[config.mk]
export PLATFORM = sky130hd
export DESIGN_NAME = fifo_reader
export DESIGN_NICKNAME = d
export VERILOG_FILES = /design/src/rtl/fifo_reader.sv
export SDC_FILE = /design/constraint.sdc
export NUM_CORES = 1
export LEC_CHECK = 0
export CAP_MARGIN = 20
export CORE_AREA = 2 2 117 74
export CTS_CLUSTER_SIZE = 10
export DETAILED_ROUTE_END_ITERATION = 7
export DIE_AREA = 0 0 119 76
export GPL_TIMING_DRIVEN = 1
export MAX_ROUTING_LAYER = met4
export PLACE_DENSITY = 0.81
export RECOVER_POWER = 25
export SETUP_SLACK_MARGIN = 0.3
export SLEW_MARGIN = 20
export SYNTH_ARGS = -nofsm -noshare
export SYNTH_HDL_FRONTEND = slang
export SYNTH_SLANG_ARGS = --single-unit
[constraint.sdc]
create_clock -name clk -period 3.1 [get_ports clk]
set_input_delay 0.62 -clock clk [delete_from_list [all_inputs] [get_ports clk]]
set_output_delay 0.62 -clock clk [all_outputs]
set_load 0.1 [all_outputs]
[src/rtl/fifo_reader.sv]
// fifo_reader: read-side controller for the synchronous fifo.
// Hides the fifo's one-cycle read latency behind a 2-entry buffer.
module fifo_reader #(
  parameter int DATA_WIDTH = 32,
  parameter int CNT_WIDTH  = 16
) (
  input  logic                  clk,
  input  logic                  reset,
  input  logic                  enable,
  input  logic                  fifo_empty,
  input  logic [DATA_WIDTH-1:0] fifo_data,
  output logic                  fifo_read_en,
  output logic                  m_valid,
  input  logic                  m_ready,
  output logic [DATA_WIDTH-1:0] m_data,
  output logic [CNT_WIDTH-1:0]  words_read,
  output logic                  busy
);

  logic [1:0]            cnt;
  logic                  inflight;
  logic                  head;
  logic                  wptr;
  logic                  pop;
  logic [2:0]            used;
  logic [2:0]            room;
  logic                  has_credit;
  logic [DATA_WIDTH-1:0] mem [2];

  assign pop = m_valid & m_ready;

  // a slot freed by this cycle's pop may be refilled by a read issued now
  assign used       = {1'b0, cnt} + {2'b00, inflight};
  assign room       = 3'd2 + {2'b00, pop};
  assign has_credit = room > used;

  assign fifo_read_en = enable & ~fifo_empty & ~reset & has_credit;

  assign m_valid = (cnt != 2'd0);
  assign busy    = m_valid | inflight;
  assign m_data  = mem[head];
  assign wptr    = head ^ cnt[0];

  always_ff @(posedge clk or posedge reset) begin
    if (reset) begin
      cnt        <= 2'd0;
      inflight   <= 1'b0;
      head       <= 1'b0;
      words_read <= '0;
      mem[0]     <= '0;
      mem[1]     <= '0;
    end else begin
      inflight <= fifo_read_en;
      if (inflight) begin
        mem[wptr] <= fifo_data;
      end
      if (pop) begin
        head       <= ~head;
        words_read <= words_read + CNT_WIDTH'(1);
      end
      cnt <= cnt + {1'b0, inflight} - {1'b0, pop};
    end
  end

endmodule

==> flow_summary.json <==
{
  "worst_setup_path_start_kind": "primary input",
  "grt_pass1_vias": 2401,
  "endpoint_kind": "output pin",
  "fp.dieArea_mm2": 0.009044,
  "synth_compound_area_frac": 0.005138,
  "post-place-ws_ns": 0.4198,
  "fill_cells": 562,
  "grt_first_pass_wirelength_um": 12530,
  "synth.avg_cell_area_um2": 14.87,
  "seq_area_mm2": 0.002102,
  "slew_violations": 85,
  "final_layout_size_suffix_gt1_frac": 0.4888,
  "die_y_um": 76,
  "yosys-top-cells-count": "dfrtp_1 (84), mux2_2 (66), mux2_4 (30), xnor2_1 (11), nand2_1 (9)",
  "critPathRequiredTime_ns": 2.48,
  "yosysSeqAreaShare": 0.5395,
  "post-cts-setup-buffers": 0,
  "crit_path_max_fanout": 2,
  "worstPathArrival_ns": 2.05,
  "synth_fa_ha_area_frac": 0.02248,
  "syn_area_mm2": 0.003896,
  "clockBufferDepth": 2,
  "area_growth_pct": 39.69,
  "ys_types": 26,
  "nNetsFinal": 397,
  "fin_crit_sh": 0.8628,
  "rsz0062_at_grt": "false",
  "ys_seq_elements": 84,
  "gr-total-overflow": 0,
  "critical_path.max_stage_delay_ns": 0.46,
  "dp_hpwl_um": 5190,
  "slew_headroom": -0.2130,
  "cp_top_family": "buffers and inverters",
  "wl_per_cell_um": 16.20,
  "ys.flop_type": "dfrtp_1",
  "yosys.area.top_type_share": 0.5395,
  "fin_ws_ns": 0.4254,
  "grtUsageTotal": 0.1864,
  "finalSetupViolations": 0,
  "yosysTopAreaCell": "dfrtp_1",
  "antenna_found_initial": 0,
  "die_w_um": 119,
  "via_count": 2337,
  "grt_max_degree": 85,
  "clk_latency_ns": 0.33,
  "syn_nets": 306,
  "post-route-drc-count": 0,
  "start_util": 0.4810,
  "critPathSlowestCell": "clkdlybuf4s50_1",
  "first_pass_iters": 4,
  "cts-root-buf": "clkbuf_16",
  "cts.sinks": 84,
  "status": "finished with violations",
  "worst-setup-path-type": "in2out",
  "final.setup_skew_ns": 0.006184,
  "core_mm2": 0.008100,
  "ant_nets": 0,
  "ctsResizeCount": 0,
  "rows": 26,
  "cts_tree": "yes",
  "maxCapViolCount": 1,
  "syn_inst": 262,
  "ioPinCount": 88,
  "diodes": 0,
  "synth_top_family_by_area": "multiplexers",
  "crit_chain": "clkdlybuf4s50_1 > o21a_1 > inv_1 > ha_1 > nand2_1 > o211ai_1 > nor2_2 > buf_12",
  "tns_ns": 0,
  "hp-class": "reg2reg",
  "max_freq_ghz": 0.3739,
  "cts_buffers": 9,
  "yosys_warnings": 0,
  "port_buffers": 87,
  "async_reset_ff_frac": 1.000,
  "multiInputGateArea_mm2": 0.001645,
  "violations": "capacitance limit, slew limit",
  "cp_num_buf_inv": 3,
  "netlist_top_cells_area": "dfrtp_1 (54%), mux2_2 (19%), mux2_4 (12%)",
  "avgViaCountPerCell": 4.972,
  "muxShareOfSynthArea": 0.3064,
  "place_congestion": 0.8479,
  "fin_crit_ns": 2.675,
  "wl_um": 7613,
  "yosys.area_share.xor_xnor": 0.04271,
  "yosysMostFrequentCell": "dfrtp_1",
  "htreeDepth": 3,
  "synth-simple-area-share": 0.04496,
  "clk_pin_slew_ns": 0.06,
  "hold_viol": 0,
  "synth_edf_count": 0,
  "drt_iter0_drc": 82,
  "worst_pin_slew_ns": 1.819,
  "hold_buffers": 0
}
-- metrics by stage --
step | hold slack [ns] | instances | util | instance area (um2)
after floorplan | 0.4736 | 262 | - | 3899
after CTS | 0.4814 | 470 | 0.6738 | 5458
after global placement | 0.4653 | 454 | 0.6352 | 5145
after global routing | 0.5005 | 470 | 0.6719 | 5443
after detailed placement | 0.4622 | 454 | 0.6352 | 5145
final | 0.4787 | 470 | 0.6719 | 5443
-- cell type report --
type	instances	share of cell area
Clock buffer	11	0.04644
Clock inverter	5	0.01103
Inverter	8	0.005747
Multi-Input combinational cell	157	0.3023
Sequential cell	84	0.3862
Tap cell	112	0.02575
Timing Repair Buffer	93	0.2225
-- registers in the layout, summed over array words and instances (netlist names) --
name        flops
inflight        1
words_read     16
cnt             2
mem            64
head            1
-- placed cells by master (no fill, tap or decap) --
cell type	n
nand4_2	1
xnor2_1	11
or3_1	1
and4_1	1
clkbuf_8	2
mux2_4	30
ha_1	7
buf_2	1
o211ai_1	1
nor3_2	1
bufinv_16	1
or2_2	2
xor2_1	8
clkinv_2	1
nor2_2	1
mux2_2	66
nand2_1	9
a21oi_1	1
nor2_1	4
dfrtp_1	84
buf_4	22
nand4_1	6
clkinvlp_2	1
buf_12	34
dlygate4sd3_1	1
nand3_1	2
clkinvlp_4	1
clkdlybuf4s50_1	35
clkinv_4	2
and3_1	4
inv_1	7
clkbuf_16	9
o21a_1	1
-- layer usage --
| metal | track usage | vias to the layer above | part of all wire |
|---|---|---|---|
| met2 | 0.2690 | 67 | 0.46 |
| met1 | 0.2576 | 1172 | 0.47 |
| met5 | - | - | 0 |
| met4 | 0.04286 | 0 | 0.0096 |
| met3 | 0.06138 | 8 | 0.055 |
| li1 | - | 1090 | - |
-- worst paths after layout --
kind | from | to | slack, ns | cells past startpoint
setup / recovery | m_ready | fifo_read_en | 0.43 | 8
hold / removal | words_read[15] | words_read[15] | 0.48 | 1
setup reg to reg | head | mem[15] | 1.30 | 5
hold reg to reg | words_read[15] | words_read[15] | 0.48 | 1
max in group asynchronous | reset | mem[30] | 0.57 | 3
min in group asynchronous | reset | inflight | 1.41 | 3
-- cell families after synthesis --
logic type,Yosys count
xor gates and xnor gates,19
adders and majority gates,7
and+or+nand+nor,32
muxes,96
DFF,84
AOI/OAI and AO/OA,3
buffers and inverters,21
Power is not shown: default switching activity piles up to over one toggle a cycle in this logic, so the estimate is an artifact.
